## config.mk

```make
export PLATFORM = sky130hd
export DESIGN_NAME = muldiv_ctrl
export DESIGN_NICKNAME = d
export VERILOG_FILES = /design/src/rtl/muldiv_pkg.sv /design/src/rtl/muldiv_step.sv /design/src/rtl/muldiv_ctrl.sv
export SDC_FILE = /design/constraint.sdc
export NUM_CORES = 1
export LEC_CHECK = 0
export CAP_MARGIN = 40
export CORE_UTILIZATION = 50
export DETAILED_ROUTE_END_ITERATION = 10
export GPL_TIMING_DRIVEN = 0
export PLACE_DENSITY = 0.9
export SYNTH_ARGS = -nofsm -noshare
export SYNTH_HDL_FRONTEND = slang
export SYNTH_HIERARCHICAL = 1
export SYNTH_SLANG_ARGS = --single-unit
export TNS_END_PERCENT = 5
```

## constraint.sdc

```tcl
create_clock -name clk -period 2.05 [get_ports clk]
set_clock_uncertainty 0.05 [all_clocks]
set_input_delay 0.205 -clock clk [delete_from_list [all_inputs] [get_ports clk]]
set_output_delay 0.205 -clock clk [all_outputs]
set_load 0.03 [all_outputs]
```

## src/rtl/muldiv_pkg.sv

```systemverilog
// muldiv_pkg: shared definitions for the iterative RV32M multiply/divide
// sequencer (muldiv_ctrl and muldiv_step).
//   - Op encodings carried on the 2-bit Op port
//   - Sequencer state enum
//   - ALU operation codes (must equal the alu ALUControl encodings)
//   - Iteration count
package muldiv_pkg;

    localparam logic [1:0] MULDIV_MUL   = 2'b00;
    localparam logic [1:0] MULDIV_MULHU = 2'b01;
    localparam logic [1:0] MULDIV_DIVU  = 2'b10;
    localparam logic [1:0] MULDIV_REMU  = 2'b11;

    typedef enum logic [1:0] {
        IDLE = 2'b00,
        RUN  = 2'b01,
        DONE = 2'b10
    } muldiv_state_t;

    localparam logic [3:0] ALU_ADD = 4'b0000;
    localparam logic [3:0] ALU_SUB = 4'b0001;

    localparam int MULDIV_ITERS = 32;

endpackage

```

## src/rtl/muldiv_step.sv

```systemverilog
// muldiv_step: one iteration of shift-add multiply or restoring divide.
// Purely combinational; the ALU sum/difference and carry are supplied by the
// shared alu, operands having been routed there by muldiv_ctrl.
// Ports:
//   is_div     in   1   0: multiply step (hi=Hi, lo=Lo), 1: divide step (hi=R, lo=Q)
//   hi, lo     in  32   current iteration registers
//   alu_result in  32   Hi+M (multiply) or R'-D (divide)
//   c          in   1   alu carry; for SUB, 1 means no borrow
//   hi_next    out 32   next Hi / R
//   lo_next    out 32   next Lo / Q
module muldiv_step
    import muldiv_pkg::*;
(
    input  logic        is_div,
    input  logic [31:0] hi,
    input  logic [31:0] lo,
    input  logic [31:0] alu_result,
    input  logic        c,
    output logic [31:0] hi_next,
    output logic [31:0] lo_next
);

    logic [31:0] r_shift;
    logic        qbit;

    always_comb begin
        r_shift = {hi[30:0], lo[31]};
        // R[31] set means the shifted remainder already exceeds 32 bits,
        // so the subtraction must succeed even though C reports a borrow.
        qbit    = hi[31] | c;
        hi_next = '0;
        lo_next = '0;
        if (is_div) begin
            hi_next = qbit ? alu_result : r_shift;
            lo_next = {lo[30:0], qbit};
        end else if (lo[0]) begin
            hi_next = {c, alu_result[31:1]};
            lo_next = {alu_result[0], lo[31:1]};
        end else begin
            hi_next = {1'b0, hi[31:1]};
            lo_next = {hi[0], lo[31:1]};
        end
    end

endmodule

```

## src/rtl/muldiv_ctrl.sv

```systemverilog
// muldiv_ctrl: iterative MUL/MULHU/DIVU/REMU sequencer that borrows the EX
// stage alu for its add/subtract. Busy stalls the pipeline; Done pulses for
// one cycle with Result valid; Result holds until the next accepted Start.
// Optional build macro: MULDIV_EARLY_OUT_EN (zero-operand ops finish in 1 cycle).
// Ports:
//   clk, reset           rising-edge clock, synchronous active-high reset
//   Start, Op            request (sampled in IDLE) and operation select
//   SrcA, SrcB           multiplicand/dividend, multiplier/divisor
//   Busy, Done, Result   status and final value
//   ALUOwn               EX mux selects controller operands while high
//   ALUControl           ALU_ADD or ALU_SUB
//   ALUSrcA, ALUSrcB     alu operands
//   ALUResult, C         alu result and carry
module muldiv_ctrl
    import muldiv_pkg::*;
(
    input  logic        clk,
    input  logic        reset,
    input  logic        Start,
    input  logic [1:0]  Op,
    input  logic [31:0] SrcA,
    input  logic [31:0] SrcB,
    output logic        Busy,
    output logic        Done,
    output logic [31:0] Result,
    output logic        ALUOwn,
    output logic [3:0]  ALUControl,
    output logic [31:0] ALUSrcA,
    output logic [31:0] ALUSrcB,
    input  logic [31:0] ALUResult,
    input  logic        C
);

    localparam logic [4:0] LAST_ITER = 5'(MULDIV_ITERS - 1);

    muldiv_state_t state;
    logic [1:0]    op_q;
    logic [4:0]    cnt;
    logic [31:0]   hi;      // Hi (multiply) or R (divide)
    logic [31:0]   lo;      // Lo (multiply) or Q (divide)
    logic [31:0]   m;       // M (multiply) or D (divide)
    logic [31:0]   result_q;
    logic [31:0]   hi_next;
    logic [31:0]   lo_next;
    logic          is_div;

    assign is_div = op_q[1];

    muldiv_step u_step (
        .is_div     (is_div),
        .hi         (hi),
        .lo         (lo),
        .alu_result (ALUResult),
        .c          (C),
        .hi_next    (hi_next),
        .lo_next    (lo_next)
    );

`ifdef MULDIV_EARLY_OUT_EN
    logic        early_hit;
    logic [31:0] early_value;

    always_comb begin
        if (Op[1]) begin
            early_hit   = (SrcB == '0);
            early_value = Op[0] ? SrcA : '1;
        end else begin
            early_hit   = (SrcA == '0) || (SrcB == '0);
            early_value = '0;
        end
    end
`endif

    always_ff @(posedge clk) begin
        if (reset) begin
            state    <= IDLE;
            op_q     <= '0;
            cnt      <= '0;
            hi       <= '0;
            lo       <= '0;
            m        <= '0;
            result_q <= '0;
        end else begin
            case (state)
                IDLE: begin
                    if (Start) begin
                        op_q <= Op;
                        cnt  <= '0;
                        hi   <= '0;
                        lo   <= Op[1] ? SrcA : SrcB;
                        m    <= Op[1] ? SrcB : SrcA;
`ifdef MULDIV_EARLY_OUT_EN
                        if (early_hit) begin
                            state    <= DONE;
                            result_q <= early_value;
                        end else begin
                            state <= RUN;
                        end
`else
                        state <= RUN;
`endif
                    end
                end
                RUN: begin
                    hi  <= hi_next;
                    lo  <= lo_next;
                    cnt <= cnt + 5'd1;
                    if (cnt == LAST_ITER) begin
                        state    <= DONE;
                        // MULHU/REMU (Op[0]=1) return Hi/R, MUL/DIVU return Lo/Q.
                        result_q <= op_q[0] ? hi_next : lo_next;
                    end
                end
                DONE:    state <= IDLE;
                default: state <= IDLE;
            endcase
        end
    end

    always_comb begin
        Busy       = (state != IDLE);
        Done       = (state == DONE);
        ALUOwn     = (state == RUN);
        Result     = result_q;
        ALUControl = ALU_ADD;
        ALUSrcA    = '0;
        ALUSrcB    = '0;
        if (state == RUN) begin
            ALUControl = is_div ? ALU_SUB : ALU_ADD;
            ALUSrcA    = is_div ? {hi[30:0], lo[31]} : hi;
            ALUSrcB    = m;
        end
    end

endmodule

```

==> flow_summary_export.csv, run 1 <==
group,metric,value,unit
clocking,cts-hold-fix-buffers,0,
clocking,cts.sinks,137,
job,max-cap-violations,0,
power,power_density,674.1,nW/um^2
clocking,clk_path_buf_depth,2,
synth,synth_area_leaders,"dfxtp_1 (34%), mux2i_1 (20%), a211oi_1 (8.9%)",
setup_path,crit_chain,"buf_6 -> nand2b_4 -> clkinvlp_4 -> clkbuf_8 -> and2_1 -> clkdlybuf4s15_2",
layout,multiInputGateArea,4828,um^2
min_path,hp-class,"input port to flop",
sta,worst_pin_slew,0.7346,ns
floorplanning,coreArea,15430,um^2
clocking,clk_latency,0.42,ns
global_route,overflow,0,
layout,fin_cells,1371,
global_route,grt_pass1_wl,38380,um
floorplanning,num_rows,45,
setup_path,cp-end-kind,"output pin",
outcome,run_status,"complete, but fails checks",
detailed_routing,drt-total-wl,25450,um
synth,synth_top_area_share,34.26,%
synth,synth_top_family_by_area,"multiplexers",
layout,nNetsFinal,1251,
floorplanning,die_h,128.5,um
synth,synth-edff-count,0,
sta,post-route-period-util,100.5,%
sta,slew_headroom,51.03,%
layout,finalInstanceArea,11020,um^2
synth,synth_compound_area_share,17.60,%
sta,fin_setup_tns,-0.02799,ns
place,io_buffers,199,
detailed_routing,drt_iter0_drc,713,
layout,area_delta_synth_final,37.68,%
synth,synth_mux_area_share,24.60,%
synth,synth.distinct_cells,36,
floorplanning,die-width,128.5,um
sta,rsz0062_at_grt,"yes",
layout,fin_util,71.44,%
synth,ys_seq_area_share,34.26,%
place,dpl_worst_slack,-0.6061,ns
power,totalPowerFinal,7.430,mW
synth,syn-instance-count,917,
global_route,grt_use_total,29.87,%
sta,timing.final.max_slew_violations,0,
synth,syn-cell-area,8005,um^2
floorplanning,initial_core_util,51.89,%
clocking,cts_tree,"yes",
synth,yosys.area_share.simple,16.61,%
detailed_routing,wire_per_inst,18.57,um
setup_path,crit_family,"buffers and inverters",
synth,ys_seq_elements,137,
setup_path,cp_max_fo,10,
synth,synthAdderAreaFrac,0.3126,%
outcome,violations,"setup timing",
sta,setup_viol,5,
detailed_routing,postRouteAntennaNets,0,
power,leakage,4.392,nW
synth,ys.flop_type,"dfxtp_1",
synth,ys.warnings.count,6,
synth,syn_avg_cell_area,8.730,um^2
layout,seq_area,2749,um^2
synth,synth_top_area_cell,"dfxtp_1",
sta,period_minus_slack,2.059,ns
floorplanning,io_pins,205,
sta,holdWs,0.3251,ns
place,globalplace.congestion,0.8922,
place,dp_hpwl,18550,um
detailed_routing,via_count,7927,
synth,yosysMostFrequentCell,"mux2i_1",
setup_path,cp_slowest_stage_delay,0.32,ns
setup_path,cp.arrival,1.80,ns
synth,synth_xor_area_share,0.1094,%
detailed_routing,viasPerCell,5.782,
synth,async_reset_ff_share,0,%
detailed_routing,dr.pass1.iters,9,
clocking,cts_root_buf,"clkbuf_16",
setup_path,worst-path-buf-inv,4,
clocking,h-tree-depth,4,
layout,antenna_cells,0,
global_route,first_global_vias,7532,
detailed_routing,drc,0,
setup_path,ff2ff_setup_slack,0.02,ns
power,ir_drop,0.4987,mV
global_route,antenna_found_initial,0,
sta,hold_viol,0,
synth,synth_commonest_cells,"mux2i_1 (163), dfxtp_1 (137), nor2_1 (133)",
place,dpl-instance-area,10270,um^2
floorplanning,die-area,16520,um^2
place,placed_cells,1329,
setup_path,startpoint_type,"flop",
setup_path,setup.worst_path.class,"flop to output pin",
clocking,cts_buffers,17,
sta,fin_ws,-0.009348,ns
global_route,grt_max_degree,17,
sta,fmax,0.4856,GHz
layout,drive_above_1_share,20.60,%
layout,fillCellCount,1162,
setup_path,worstPathRequired,1.79,ns
setup_path,cp_slowest_cell,"dfxtp_2",
clocking,clk_pin_slew_worst_paths,0.06,ns
[final timing paths]
| kind | cells after the start | startpoint | end |
|---|---|---|---|
| worst min-delay path | 4 | Op[1] | lo[2] |
| worst min register to register | 2 | cnt[4] | cnt[4] |
| worst max register to register | 7 | lo[0] | Result[15] |
| worst max-delay path | 6 | state[0] | ALUSrcB[29] |
[sequential cells by signal, indices dropped and copies added, names as in the netlist]
signal  cells
Result     32
hi         32
lo         32
m          32
cnt         5
op_q        2
state       2
[power by group]
group	switching (mW)	total [mW]	leakage, nW	internal (mW)
registers	0.103	2.90	1.12	2.80
clock network	1.18	2.91	0.269	1.73
logic	0.877	1.62	3.00	0.743
[area by class of cell]
class / count / area share, %
repair buffers: 210 / 18.16
well taps: 211 / 2.395
inverters: 1 / 0.06811
clock inverters: 11 / 0.8968
multi-input cells: 685 / 43.81
flip-flops and latches: 137 / 24.94
plain buffers: 95 / 5.551
clock buffers: 21 / 4.178
[worst min-delay path, cell delays in order]
cell and delay, ns:
buf_2 0.19, mux2i_1 0.15, nor2_1 0.11, a221o_1 0.11
[cells in the final DEF, fill, tap and decap left out, types with 36 or more instances in the layout]
cell type and count:
a21oi_1 68, nand2_1 41, buf_6 36, clkdlybuf4s50_1 131, mux2i_1 163, a211oi_1 94
dfxtp_1 134, nand3_1 36, buf_2 55, nor2_1 133
[logic make-up (layout without fill, tap and decap cells)]
group	count (synthesis)	count (layout)
and+or+nand+nor	286	286
AOI/OAI and AO/OA	200	200
muxes	193	193
DFF	137	137
buffers and inverters	97	338
adders and majority gates	2	2
other	1	3
xor gates and xnor gates	1	1
[routing by layer]
| layer | share of wire, % | vias to the layer above | global-route usage, % |
|---|---|---|---|
| li1 | - | 3762 | - |
| met1 | 42 | 3711 | 37.16 |
| met2 | 48 | 394 | 50.33 |
| met3 | 7.9 | 60 | 6.445 |
| met4 | 3.0 | 0 | 11.76 |
| met5 | 0 | - | 0 |
[repair_timing]
action,in CTS,in global routing
setup buffers,10,1
pin swaps,14,0
endpoints found under the setup margin,97,104
gates resized for setup,370,60
gates cloned,0,0
Power figures use the tool's default switching activity.
==> inputs of run 2 (changes only) <==
- TNS_END_PERCENT: 5 -> 30
==> flow_summary_export.csv, run 2 (synthesized netlist as in run 1, its figures left out) <==
group,metric,value,unit
outcome,run_status,"complete, but fails checks",
outcome,violations,"setup timing",
global_route,grt_use_total,29.92,%
layout,final_common_cell,"mux2i_1",
clocking,clk_latency,0.42,ns
floorplanning,initial_core_util,51.89,%
setup_path,cp_slowest_cell,"dfxtp_1",
detailed_routing,drt_iter0_drc,710,
layout,area_delta_synth_final,37.93,%
sta,setup_viol,1,
power,leakage,4.401,nW
detailed_routing,viasPerCell,5.824,
global_route,overflow,0,
sta,timing.final.max_slew_violations,0,
sta,period_minus_slack,2.095,ns
global_route,grt_pass1_wl,38340,um
global_route,first_global_vias,7456,
floorplanning,die-area,16520,um^2
sta,post-route-period-util,102.2,%
clocking,cts-hold-fix-buffers,0,
detailed_routing,drc,0,
setup_path,rr_endpoint,"Result[15]",
layout,finalInstanceArea,11040,um^2
layout,nNetsFinal,1252,
place,dpl_worst_slack,-0.6061,ns
clocking,clk_path_buf_depth,2,
detailed_routing,dr.pass1.iters,5,
detailed_routing,drt-total-wl,25510,um
floorplanning,coreArea,15430,um^2
setup_path,path_common_cell,"buf_4",
sta,worst_pin_slew,0.7257,ns
setup_path,ff2ff_setup_slack,-0.04,ns
setup_path,rr_worst_depth,7,
power,totalPowerFinal,7.453,mW
clocking,clk_pin_slew_worst_paths,0.06,ns
detailed_routing,via_count,7990,
setup_path,worstReg2RegStart,"lo[0]",
setup_path,setup.worst_path.class,"flop to flop",
layout,antenna_cells,0,
clocking,cts.sinks,137,
setup_path,worstPathRequired,2.31,ns
sta,fmax,0.4773,GHz
floorplanning,num_rows,45,
floorplanning,die-width,128.5,um
place,dp_hpwl,18550,um
detailed_routing,wire_per_inst,18.59,um
setup_path,cp_max_fo,10,
min_path,hold_path_end,"lo[2]",
min_path,min_from,"Op[1]",
job,max-cap-violations,0,
min_path,hp-class,"input port to flop",
setup_path,startpoint_type,"flop",
setup_path,crit_chain,"buf_4 -> buf_4 -> buf_6 -> a211oi_1 -> a21oi_1 -> mux2i_1 -> a211oi_2",
sta,slew_headroom,51.62,%
global_route,grt_max_degree,17,
setup_path,cp_slowest_stage_delay,0.38,ns
layout,fillCellCount,1160,
detailed_routing,postRouteAntennaNets,0,
clocking,h-tree-depth,4,
sta,holdWs,0.3230,ns
sta,fin_ws,-0.04499,ns
sta,rsz0062_at_grt,"yes",
global_route,antenna_found_initial,0,
layout,fin_util,71.57,%
setup_path,cp-end-kind,"flop",
clocking,cts_buffers,17,
clocking,cts_root_buf,"clkbuf_16",
clocking,cts_tree,"yes",
floorplanning,die_h,128.5,um
floorplanning,io_pins,205,
place,globalplace.congestion,0.8922,
power,ir_drop,0.4809,mV
sta,hold_viol,0,
layout,final_cell_mix,"mux2i_1 (163), dfxtp_1 (135), nor2_1 (133)",
min_path,hold_path_depth,4,
power,power_density,675.0,nW/um^2
place,dpl-instance-area,10270,um^2
setup_path,cp.arrival,2.36,ns
layout,drive_above_1_share,20.67,%
place,io_buffers,199,
run 2: layout make-up:
class	count	area [um^2]	share of cell area (%)
Sequential cell	137	2748	24.88
Timing Repair Buffer	212	2012	18.22
Inverter	1	7.507	0.06799
Clock buffer	21	460.4	4.170
Multi-Input combinational cell	685	4837	43.81
Tap cell	211	264.0	2.391
Buffer	94	614.3	5.564
Clock inverter	11	98.84	0.8952
run 2: timing repair:
item                       in CTS  in global routing
setup endpoints to repair      97                120
resized for setup             402                 40
gates cloned                    2                  0
pin swaps                      14                  4
setup buffers                  11                  0
hold endpoints to repair        0                  0
run 2: power by group:
group          leakage [nW]  switching, mW  internal (mW)  total [mW]
clock                 0.269           1.19           1.73        2.92
combinational          3.01          0.879          0.751        1.63
sequential             1.12          0.104           2.80        2.90
run 2: worst max-delay path by stage:
stage               depth (start not counted)             to  startpoint  slack (ns)
floorplan                                   5    ALUSrcB[22]    state[1]        0.27
global placement                            7     ALUSrcB[0]    state[1]       -0.58
detailed placement                          7  ALUControl[0]    state[1]       -0.61
CTS                                         8    ALUSrcB[15]    state[0]       -0.03
global route                                8         lo[19]    state[0]       -0.12
finish                                      7     Result[15]       lo[0]       -0.04
run 2: worst max-delay path, delay by kind of cell (launching register included):
kind                   cells  cell delay [ns]
AO/OA/AOI/OAI              3             0.74
buffers and inverters      3             0.59
flip-flops                 1             0.38
multiplexers               1             0.22
run 2: stage by stage:
step           std cells  TNS [ns]
2_1_floorplan        919         0
3_3_place_gp        1329    -19.66
3_5_place_dp        1329    -20.68
4_1_cts             1374   -0.2217
5_1_grt             1372    -1.149
6_report            1372  -0.04499
run 2: layer usage:
layer,vias up,GRT usage [%],part of all wire [%]
met1,3738,37.77,41
met4,0,11.00,2.9
li1,3764,-,-
met2,427,50.40,47
met5,-,0,0
met3,61,6.071,8.7
